File: src/rtl/fifo_param_if.sv
`default_nettype none
// ---------------------------------------------------------------------------
// fifo_param_if : handshake/data bundle between a producer/consumer and fifo_param
// Rev 1.0
// ---------------------------------------------------------------------------
interface fifo_param_if #(
  parameter int DATA_W = 32,
  parameter int DEPTH  = 8
);
  localparam int c_cnt_w = $clog2(DEPTH) + 1;

  logic               en;
  logic               wr;
  logic               rd;
  logic [DATA_W-1:0]  data_in;
  logic [DATA_W-1:0]  data_out;
  logic               empty;
  logic               full;
  logic               almost_full;
  logic               almost_empty;
  logic [c_cnt_w-1:0] count;
  logic               overflow;
  logic               underflow;

  modport master (
    output en, wr, rd, data_in,
    input  data_out, empty, full, almost_full, almost_empty, count, overflow, underflow
  );

  modport slave (
    input  en, wr, rd, data_in,
    output data_out, empty, full, almost_full, almost_empty, count, overflow, underflow
  );
endinterface
`default_nettype wire

File: src/rtl/fifo_param.sv
`default_nettype none
// ---------------------------------------------------------------------------
// fifo_param : parametrised single-clock FIFO with count, almost flags, sticky errors.
// Define FIFO_FWFT_EN for first-word-fall-through output.      Rev 1.0
// ---------------------------------------------------------------------------
module fifo_param #(
  parameter int DATA_W   = 32,
  parameter int DEPTH    = 8,
  parameter int AF_LEVEL = DEPTH - 2,
  parameter int AE_LEVEL = 2
) (
  input  wire logic   clk,
  input  wire logic   rst,
  fifo_param_if.slave bus
);
  localparam int c_ptr_w = $clog2(DEPTH);
  localparam int c_cnt_w = c_ptr_w + 1;

  localparam logic [c_cnt_w-1:0] c_af    = c_cnt_w'(AF_LEVEL);
  localparam logic [c_cnt_w-1:0] c_ae    = c_cnt_w'(AE_LEVEL);
  localparam logic [c_cnt_w-1:0] c_depth = c_cnt_w'(DEPTH);
  localparam logic [c_cnt_w-1:0] c_one   = c_cnt_w'(1);
  localparam logic [c_ptr_w-1:0] c_pinc  = c_ptr_w'(1);

  generate
    if (DEPTH < 2 || (DEPTH & (DEPTH - 1)) != 0) begin : g_bad_depth
      $error("fifo_param: DEPTH must be a power of two and at least 2");
    end
    if (!(AE_LEVEL < AF_LEVEL && AF_LEVEL <= DEPTH)) begin : g_bad_levels
      $error("fifo_param: require AE_LEVEL < AF_LEVEL <= DEPTH");
    end
  endgenerate

  logic [DATA_W-1:0]  r_mem [DEPTH];
  logic [c_ptr_w-1:0] r_wr_ptr;
  logic [c_ptr_w-1:0] r_rd_ptr;
  logic [c_cnt_w-1:0] r_count;
  logic [DATA_W-1:0]  r_data_out;
  logic               r_empty;
  logic               r_full;
  logic               r_almost_full;
  logic               r_almost_empty;
  logic               r_overflow;
  logic               r_underflow;

  logic               w_rd_acc;
  logic               w_wr_acc;
  logic               w_rd_rej;
  logic               w_wr_rej;
  logic [c_ptr_w-1:0] w_wr_ptr_next;
  logic [c_ptr_w-1:0] w_rd_ptr_next;
  logic [c_cnt_w-1:0] w_count_next;

  // A read on a full FIFO frees the slot the simultaneous write reuses.
  always_comb begin
    w_rd_acc      = bus.en & bus.rd & ~r_empty;
    w_wr_acc      = bus.en & bus.wr & (~r_full | w_rd_acc);
    w_rd_rej      = bus.en & bus.rd & r_empty;
    w_wr_rej      = bus.en & bus.wr & ~w_wr_acc;
    w_wr_ptr_next = w_wr_acc ? r_wr_ptr + c_pinc : r_wr_ptr;
    w_rd_ptr_next = w_rd_acc ? r_rd_ptr + c_pinc : r_rd_ptr;
    w_count_next  = r_count;
    case ({w_wr_acc, w_rd_acc})
      2'b10:   w_count_next = r_count + c_one;
      2'b01:   w_count_next = r_count - c_one;
      default: w_count_next = r_count;
    endcase
  end

  always_ff @(posedge clk) begin
    if (w_wr_acc) begin
      r_mem[r_wr_ptr] <= bus.data_in;
    end
  end

  always_ff @(posedge clk or posedge rst) begin
    if (rst) begin
      r_wr_ptr       <= '0;
      r_rd_ptr       <= '0;
      r_count        <= '0;
      r_empty        <= 1'b1;
      r_full         <= 1'b0;
      r_almost_full  <= 1'b0;
      r_almost_empty <= 1'b1;
      r_overflow     <= 1'b0;
      r_underflow    <= 1'b0;
    end else begin
      r_wr_ptr       <= w_wr_ptr_next;
      r_rd_ptr       <= w_rd_ptr_next;
      r_count        <= w_count_next;
      r_empty        <= (w_count_next == '0);
      r_full         <= (w_count_next == c_depth);
      r_almost_full  <= (w_count_next >= c_af);
      r_almost_empty <= (w_count_next <= c_ae);
      r_overflow     <= r_overflow | w_wr_rej;
      r_underflow    <= r_underflow | w_rd_rej;
    end
  end

`ifdef FIFO_FWFT_EN
  // The new head may be the word written on this very edge (count 0->1 or 1->1).
  logic w_head_is_new;
  assign w_head_is_new = w_wr_acc && (r_wr_ptr == w_rd_ptr_next);

  always_ff @(posedge clk or posedge rst) begin
    if (rst) begin
      r_data_out <= '0;
    end else if ((w_rd_acc || w_wr_acc) && w_count_next != '0) begin
      r_data_out <= w_head_is_new ? bus.data_in : r_mem[w_rd_ptr_next];
    end
  end
`else
  always_ff @(posedge clk or posedge rst) begin
    if (rst) begin
      r_data_out <= '0;
    end else if (w_rd_acc) begin
      r_data_out <= r_mem[r_rd_ptr];
    end
  end
`endif

  assign bus.data_out     = r_data_out;
  assign bus.empty        = r_empty;
  assign bus.full         = r_full;
  assign bus.almost_full  = r_almost_full;
  assign bus.almost_empty = r_almost_empty;
  assign bus.count        = r_count;
  assign bus.overflow     = r_overflow;
  assign bus.underflow    = r_underflow;

endmodule
`default_nettype wire

File: src/flat_wrapper.sv
// flat-port wrapper written by rule: the top's interface ports become plain ports
module fifo_param_flat 
#(
  parameter int DATA_W   = 32,
  parameter int DEPTH    = 8,
  parameter int AF_LEVEL = DEPTH - 2,
  parameter int AE_LEVEL = 2
)
  (clk, rst, bus_en, bus_wr, bus_rd, bus_data_in, bus_data_out, bus_empty, bus_full, bus_almost_full, bus_almost_empty, bus_count, bus_overflow, bus_underflow);
  fifo_param_if #(.DATA_W(DATA_W), .DEPTH(DEPTH)) bus_i ();
  input  wire logic clk;
  input  wire logic rst;
  input wire logic [$bits(bus_i.en)-1:0] bus_en;
  input wire logic [$bits(bus_i.wr)-1:0] bus_wr;
  input wire logic [$bits(bus_i.rd)-1:0] bus_rd;
  input wire logic [$bits(bus_i.data_in)-1:0] bus_data_in;
  output wire logic [$bits(bus_i.data_out)-1:0] bus_data_out;
  output wire logic [$bits(bus_i.empty)-1:0] bus_empty;
  output wire logic [$bits(bus_i.full)-1:0] bus_full;
  output wire logic [$bits(bus_i.almost_full)-1:0] bus_almost_full;
  output wire logic [$bits(bus_i.almost_empty)-1:0] bus_almost_empty;
  output wire logic [$bits(bus_i.count)-1:0] bus_count;
  output wire logic [$bits(bus_i.overflow)-1:0] bus_overflow;
  output wire logic [$bits(bus_i.underflow)-1:0] bus_underflow;
  assign bus_i.en = bus_en;
  assign bus_i.wr = bus_wr;
  assign bus_i.rd = bus_rd;
  assign bus_i.data_in = bus_data_in;
  assign bus_data_out = bus_i.data_out;
  assign bus_empty = bus_i.empty;
  assign bus_full = bus_i.full;
  assign bus_almost_full = bus_i.almost_full;
  assign bus_almost_empty = bus_i.almost_empty;
  assign bus_count = bus_i.count;
  assign bus_overflow = bus_i.overflow;
  assign bus_underflow = bus_i.underflow;
  fifo_param #(.DATA_W(DATA_W), .DEPTH(DEPTH), .AF_LEVEL(AF_LEVEL), .AE_LEVEL(AE_LEVEL)) u_core (.clk(clk), .rst(rst), .bus(bus_i));
endmodule
File: config.mk
export PLATFORM = sky130hd
export DESIGN_NAME = fifo_param_flat
export DESIGN_NICKNAME = d
export VERILOG_FILES = /design/src/rtl/fifo_param_if.sv /design/src/rtl/fifo_param.sv /design/src/flat_wrapper.sv
export SDC_FILE = /design/constraint.sdc
export NUM_CORES = 1
export LEC_CHECK = 0
export BUFFER_PORTS_ARGS = -buffer_cell sky130_fd_sc_hd__buf_2
export CORE_AREA = 5 5 176 178
export CTS_CLUSTER_SIZE = 28
export DETAILED_ROUTE_END_ITERATION = 6
export DIE_AREA = 0 0 181 183
export GPL_TIMING_DRIVEN = 1
export PLACE_DENSITY = 0.63
export SETUP_SLACK_MARGIN = 0.15
export SLEW_MARGIN = 20
export SYNTH_ARGS = -nofsm -noshare
export SYNTH_HDL_FRONTEND = slang
export SYNTH_SLANG_ARGS = --single-unit
File: constraint.sdc
create_clock -name clk -period 3.5 [get_ports clk]
set_input_delay 0.525 -clock clk [delete_from_list [all_inputs] [get_ports clk]]
set_output_delay 0.525 -clock clk [all_outputs]
set_load 0.005 [all_outputs]
==> impl_results.md, run 1 <==
- Status: finished clean
- Final critical-path share of the clock period: 0.760
- Drt initial violations: 393
- Largest net degree at the start of global routing: 68
- Critical Path AT: between 3000 and 4000 ps
- Max Used Layer: met5
- Seq/Total Area, Yosys: 0.770
- Critical path fanouts, max: 6
- Commonest cells in the netlist: 256 x edfxtp_1, 64 x mux4_2, 46 x dfrtp_1
- DRC viols: 0
- Synth Cell Area: 11600 um^2
- Fin worst setup slack: between 800 and 900 ps
- P_leak: 4.68 nW
- Gr usage total: 0.134
- Share of cells above drive strength 1: 0.324
- Core Rows: 63
- Number of global-route vias before repair: 5882
- Antenna cells: 0
- IO Pins: 79
- Average size of a mapped cell: 20.7 um^2
- Pin slew with the least headroom to its limit: ~800 ps
- Fmax achieved: 0.376 GHz
- Clock skew: around 7.7 ps
- Dominant synthesized flop cell: edfxtp_1
- Leading area contributor after synthesis: edfxtp_1
- First-pass GRT wire length: approximately 35 mm
- Async S/R FF share, synth: 0.158
- Area contributors post-synth: edfxtp_1 67%, mux4_2 12%, dfrtp_1 10%, mux2i_1 2.9%, o21ai_1 1.4%
- Hold violation count in the final report: 0
- Sink Count: 304
- Antenna violations before repair: 2
- ANT nets after route: 0
- WL met2: 11.2 mm
- Starting density of the core: 0.395
- Wire per inst: slightly above 20 um
- Count leader, synth: edfxtp_1
- IO buf count: 78
- Power Dens Cells: 773 nW/um^2
- CP delay by family, top: simple AND/OR/NAND/NOR gates
- Critical path endpoint category: flop
- Clk_lat worst skew: 530 ps
- R2r startpoint: u_core.bus.empty
- Worst hold path class: in2async
- Buf+Inv Stages, Crit Path: 1
- DP Wirelength: 13.4 mm
- Final setup viols: 0
- CTS tree: done
- Reg clk slew, reported paths: 60 ps
- Tightest hold margin: 127 ps
- CP max stage delay: between 300 and 400 ps
- Critical path's slowest cell: dfstp_2
- Syn nets: ~600
- Via count: 5446
- Post-Synthesis Cells: 559
- Metal-1 WL: a little over 9 mm
- Core ar.: 29200 um^2
- Die extent in y: 183 um
- First-pass iteration count of the detailed router: 6
- Post-cts sizing count: 0
- CP Cell Sequence: nand2b_1 > a21oi_2 > inv_1 > ha_1 > xor2_1 > ha_1 > a21oi_2 > mux2i_1 > xnor2_1 > nor4_1
- Max Root-Sink Buffers: 3
- Unique cell type count in the Yosys netlist: 36
- Routed vias/inst: about 5
- Chip Width: 181 um
- Startpoint Class: flop
- Congestion Overflow GR: 0
- RSZ-0062 raised after global routing: no
- CP startpoint: u_core.bus.empty
- Area Growth Syn to Fin: 16.1%
- Synth Register Bits: 304
- Fin. max-slew vios: 0
- Post-synth top area share: 0.666
- Tmin final: 2660 ps
- Crit Path Category: reg2reg
- Die area: 33100 um^2
- Post-synth EDFFs: 256
- Nets@finish: 703
- WP data required: 3920 ps
- CTS H-tree lvls: 1
- Yosys warning count: 0
- Post-CTS Repair Setup Buffers: 0
- Worst slew margin: 0.479
- Root Driver: clkbuf_16
- Max Cap Viol: 0
- Hold buffer count at cts: 0
- Inserted Clock Buffers: 29
- Routed wl met3: 1.17 mm
- Pre-CTS WS: 677 ps
- Post-Route WL: around 22 mm
- GPL Wtd Cong: 0.730
- Peak supply drop: 0.362 mV
[worst register-to-register path, stage by stage (launching register included)]
cell and delay, ps:
dfstp_2 380, nand2b_1 150, a21oi_2 330, inv_1 120
ha_1 270, xor2_1 180, ha_1 210, a21oi_2 110
mux2i_1 270, xnor2_1 180, nor4_1 360
[cells by family (layout without fill, tap and decap cells)]
| group | Yosys count | in the layout | synth area share |
|---|---|---|---|
| buf+inv | 33 | 156 | 0.0162 |
| mux | 99 | 99 | 0.155 |
| fa+ha+maj | 5 | 5 | 0.00542 |
| xor+xnor | 7 | 7 | 0.00531 |
| simple gates | 66 | 66 | 0.0262 |
| compound gates | 45 | 45 | 0.0218 |
| flops | 304 | 304 | 0.770 |
[sequential cells by signal (all words and copies together) (netlist names), 3 cells and up]
register,cells
u_core.r_mem,256
u_core.bus.data_out,32
u_core.bus.count,4
u_core.r_rd_ptr,3
u_core.r_wr_ptr,3
[per-layer routing]
| metal | up-vias | track usage |
|---|---|---|
| met5 | - | 0 |
| met4 | 4 | 0.0279 |
| met3 | 31 | 0.0288 |
| met2 | 129 | 0.235 |
| met1 | 2828 | 0.175 |
| li1 | 2454 | - |
[report_power, final]
| group | internal, W | switching [W] | leakage (nW) | total [W] |
|---|---|---|---|---|
| clock network | 0.00179 | 0.00122 | 0.448 | 0.00301 |
| registers | 0.00445 | 0.000493 | 2.89 | 0.00494 |
| logic | 0.00128 | 0.00112 | 1.34 | 0.00240 |
[through the flow]
stage / instances / TNS [ps] / utilization / cell area [um^2] / power [W]
after floorplan: 559 / -53650 / - / 11600 / 0.00666
after global placement: 1020 / 0 / 0.427 / 12500 / 0.00739
after detailed placement: 1020 / 0 / 0.427 / 12500 / 0.00750
after CTS: 1072 / 0 / 0.458 / 13400 / 0.0105
after global routing: 1072 / 0 / 0.458 / 13400 / 0.0109
final: 1072 / 0 / 0.458 / 13400 / 0.0104
[path summary, 6_finish.rpt]
check / end / slack [ps] / cells after the start
worst max register to register: u_core.bus.almost_empty / 840 / 10
worst min-delay path: u_core.bus.almost_full / 130 / 2
min in group clk: u_core.bus.overflow / 270 / 2
worst min register to register: u_core.bus.overflow / 460 / 1
max in group asynchronous: u_core.bus.data_out[27] / 2560 / 3
worst max-delay path: u_core.bus.almost_empty / 840 / 10
[final cells by class]
type	instances	area, um^2
fill	2422	15800
sequential	304	8900
multi-input combinational	222	2520
clock buffer	42	795
timing repair buffer	99	561
tap	390	488
clock inverter	10	129
inverter	5	18.8
[layout by cell type (no fill, tap or decap), drive strengths merged, types with 2 or more instances in the layout]
master,Yosys,layout
inv,5,5
nor3,4,4
a21oi,5,5
nor2b,3,3
nand2,43,43
xnor2,5,5
buf,22,99
mux2,2,2
dfstp,2,2
xor2,2,2
o21ai,34,34
nor3b,4,4
mux2i,33,33
clkbuf,6,42
nor2,3,3
mux4,64,64
dfrtp,46,46
bufinv,0,3
nand2b,2,2
clkinv,0,7
edfxtp,256,256
nor4,2,2
ha,5,5
(Power assumes the default switching activity.)
==> run 2: changes to the inputs <==
--- a/config.mk
+++ b/config.mk
@@ -5,11 +5,12 @@
 export SDC_FILE = /design/constraint.sdc
 export NUM_CORES = 1
 export LEC_CHECK = 0
+export ABC_AREA = 1
 export BUFFER_PORTS_ARGS = -buffer_cell sky130_fd_sc_hd__buf_2
-export CORE_AREA = 5 5 176 178
+export CORE_AREA = 5 5 179 181
 export CTS_CLUSTER_SIZE = 28
 export DETAILED_ROUTE_END_ITERATION = 6
-export DIE_AREA = 0 0 181 183
+export DIE_AREA = 0 0 184 186
 export GPL_TIMING_DRIVEN = 1
 export PLACE_DENSITY = 0.63
 export SETUP_SLACK_MARGIN = 0.15
==> constraint.sdc (replaced) <==
create_clock -name clk -period 2.32 [get_ports clk]
set_input_delay 0.348 -clock clk [delete_from_list [all_inputs] [get_ports clk]]
set_output_delay 0.348 -clock clk [all_outputs]
set_load 0.005 [all_outputs]
==> run 2 against run 1 <==
  * Synthesized area up 3.1%
  * Non-clock buffer count up 11
  * Critical path depth up 5
  * Power up 64%
  * Sequential share of layout area down 3.2 points
  * Core utilization up 0.66 points
  * Count of clock-buffer cells in the layout down 4
  * Via count up 35%
  * Clock skew up 10 ps
  * Register-to-register slack worse by 570 ps
==> impl_results.md, run 2 <==
- Commonest non-fill, non-tap cell in the layout: edfxtp_1
- Peak supply drop: 0.784 mV (+120%)
- Syn nets: 974 (+62%)
- Synth Register Bits: 304 (unchanged)
- Setup TNS: 0 ps (unchanged)
- Commonest cells in the netlist: 256 x edfxtp_1, 143 x nor2_1, 117 x o21ai_0
- Clk_lat worst skew: 550 ps (+20 ps)
- Pin slew with the least headroom to its limit: 680 ps (-102 ps)
- Synth Cell Area: 11900 um^2 (+3.1%)
- Non-filler instance count after layout: 1440 (+34%)
- Yosys warning count: 0 (unchanged)
- Crit-path most repeated cell: nand2_1
- Inst Count DP: 1379 (+35%)
- Starting density of the core: 0.393 (-0.00167)
- DRC viols: 0 (unchanged)
- Inserted Clock Buffers: 31 (+6.9%)
- Largest Register: u_core.r_mem
- RSZ-0062 raised after global routing: no
- Drt initial violations: 588 (+50%)
- WP data required: 2750 ps (-1170 ps)
- Antenna violations before repair: 2 (unchanged)
- DP Wirelength: 15.3 mm (+14%)
- CTS H-tree lvls: 1 (unchanged)
- Via count: 7378 (+35%)
- Number of global-route vias before repair: 7336 (+25%)
- Chip Width: 184 um (+1.7%)
- Max Root-Sink Buffers: 3 (unchanged)
- Wire per inst: 18.2 um (-12%)
- Average size of a mapped cell: 12.8 um^2 (-38%)
- Sequential group share of total power: 0.415 (-0.062)
- CP max stage delay: 570 ps (+190 ps)
- Reg clk slew, reported paths: 60 ps (about the same)
- Fmax achieved: 0.488 GHz (+30%)
- Dominant synthesized flop cell: edfxtp_1
- CP delay by family, top: simple AND/OR/NAND/NOR gates
- Count leader, synth: edfxtp_1
- Area Growth Syn to Fin: 18.2%
- P_leak: 5.15 nW (+10%)
- Most frequent cells in the layout: 256 x edfxtp_1, 133 x nor2_1, 116 x o21ai_0, 98 x nand2_1, 78 x buf_2
- Fin. max-slew vios: 0 (unchanged)
- Switch share: 0.320 (+0.0460)
- Post-synth EDFFs: 256 (unchanged)
- Crit Path Category: reg2reg
- Power Dens Cells: 1200 nW/um^2 (+56%)
- Critical path fanouts, max: 4 (-2)
- Congestion Overflow GR: 0 (unchanged)
- CTS tree: done
- CP Cell Sequence: nor2_4 > inv_2 > nand2_2 > nand3_4 > ha_4 > nand2_1 > inv_1 > nor2_1 > ha_1 > o21ai_1 > nand3_1 > nand2_1 > inv_1 > nand2_1 > nor2_1
- Worst slew margin: 0.547 (+0.0678)
- Max Cap Viol: 0 (unchanged)
- Die extent in y: 186 um (+1.6%)
- Tightest hold margin: 72.1 ps (-54.7 ps)
- WP depth: 15 (+5)
- Largest net degree at the start of global routing: 163 (+140%)
- Clock network power share: 0.304 (+0.013)
- Core Rows: 64 (+1.6%)
- Hold Path Cell Cnt: 2
- Nets@finish: 1061 (+51%)
- Critical Path AT: 2480 ps (-600 ps)
- ANT nets after route: 0 (unchanged)
- Leading area contributor after synthesis: edfxtp_1
- Startpoint Class: flop
- Unique cell type count in the Yosys netlist: 27 (-25%)
- Seq/Total Area, Yosys: 0.747 (-0.0229)
- Die area: 34200 um^2 (+3.3%)
- Final critical-path share of the clock period: 0.884 (+0.124)
- Post-Synthesis Cells: 932 (+67%)
- Post-synth top area share: 0.646 (-0.0198)
- Final setup viols: 0 (unchanged)
- IO Pins: 79 (unchanged)
- Async S/R FF share, synth: 0.158 (unchanged)
- Worst hold path class: in2reg
- Gr usage total: 0.151 (+0.0170)
- Critical path's slowest cell: dfstp_2
- Clock skew: 17.8 ps (+10.1 ps)
- Share of cells above drive strength 1: 0.176 (-0.148)
- Max reg flops: 256 (unchanged)
- Post-Route WL: 26.1 mm (+18%)
- Critical path endpoint category: flop
- NetSw: 0.00542 W (+91%)
- Area contributors post-synth: edfxtp_1 65%, dfrtp_1 9.7%, o21ai_0 4.9%, nor2_1 4.5%, o211ai_1 4.0%
- Cells on worst reg2reg path: 15 (+5)
- First-pass iteration count of the detailed router: 5 (-1)
- Buf+Inv Stages, Crit Path: 3 (+2)
- Status: finished clean
- Root Driver: clkbuf_16
- IO buf count: 78 (unchanged)
- Sink Count: 304 (unchanged)
- Hold violation count in the final report: 0 (unchanged)
- Int Pwr: 0.0115 W (+53%)
- Tmin final: 2050 ps (-610 ps)
- GPL Wtd Cong: 0.725 (-0.71%)
- Routed vias/inst: 5.12 (+0.85%)
- Combinational Power Share: 0.281 (+0.049)
- Core ar.: 30300 um^2 (+3.5%)
- First-pass GRT wire length: 41.1 mm (+19%)
## run 2: cell count changes after synthesis, moves of 18 or more
| cell | change |
|---|---|
| a21oi_1 | +29 |
| o211ai_1 | +64 |
| nor2_1 | +140 |
| clkbuf_1 | +20 |
| o21ai_1 | -18 |
| o21ai_0 | +116 |
| nand2_1 | +55 |
| mux2i_1 | -33 |
| mux4_2 | -64 |
| nand3_1 | +38 |
| inv_1 | +40 |
## run 2: path summary, 6_finish.rpt
kind | start | endpoint | slack (ps)
worst max-delay path | u_core.bus.empty | u_core.bus.full | 270
worst min-delay path | bus_rd | u_core.bus.underflow | 70
worst max register to register | u_core.bus.empty | u_core.bus.full | 270
worst min register to register | u_core.bus.underflow | u_core.bus.underflow | 470
max in group asynchronous | rst | u_core.bus.data_out[22] | 1230
min in group asynchronous | rst | u_core.bus.data_out[7] | 410
## run 2: routing by layer
layer / track usage / vias up / routed length, um
met5: 0 / - / 13
met4: 0.0293 / 2 / 346
met3: 0.0221 / 30 / 1170
met2: 0.258 / 166 / 12900
met1: 0.208 / 3674 / 11700
li1: - / 3506 / -
## run 2: worst register-to-register path: cells and delay by family, from the launching register on
family,cells,cell delay (ps)
compound gates,1,170
buf+inv,3,180
fa+ha+maj,2,350
simple gates,9,670
flops,1,570
## run 2: per-stage QoR
step	setup WS, ps	cell area, um^2	util	total power (W)
after global placement	90.2	12900	0.427	0.0118
after CTS	159	14000	0.463	0.0171
after floorplan	80.0	11900	-	0.0103
after detailed placement	3.44	12900	0.427	0.0119
final	269	14100	0.465	0.0169
after global routing	162	14100	0.465	0.0180
## run 2: cell families (layout without fill, tap and decap cells)
logic type                 after synthesis  count (layout)  share of synthesized area
other                                    0               1                          0
buffers and inverters                  103             214                     0.0380
and+or+nand+nor                        285             285                     0.0955
xor gates and xnor gates                 5               5                    0.00368
DFF                                    304             304                      0.747
AOI/OAI and AO/OA                      230             230                      0.111
adders and majority gates                5               5                    0.00525
## run 2: layout make-up
| type | instances | area, um^2 |
|---|---|---|
| inverters | 47 | 176 |
| clock inverters | 19 | 218 |
| clock buffers | 38 | 862 |
| fillers | 2680 | 16200 |
| well taps | 396 | 495 |
| flip-flops and latches | 304 | 8900 |
| diodes | 1 | 2.50 |
| multi-input cells | 525 | 2650 |
| repair buffers | 110 | 774 |
## run 2: power groups by stage
stage	Clock, W	Combinational, W	Sequential, W
finish	0.00515	0.00477	0.00702
global route	0.00552	0.00540	0.00710
CTS	0.00527	0.00482	0.00703
detailed placement	0	0.00478	0.00713
global placement	0	0.00469	0.00712
floorplan	0	0.00314	0.00712
## run 2: timing repair
action	in CTS	in global routing
setup endpoints to repair	1	4
hold buffers	1	0
pin swaps	0	1
resized for setup	1	6
endpoints found under the hold margin	19	0
setup buffers	0	2
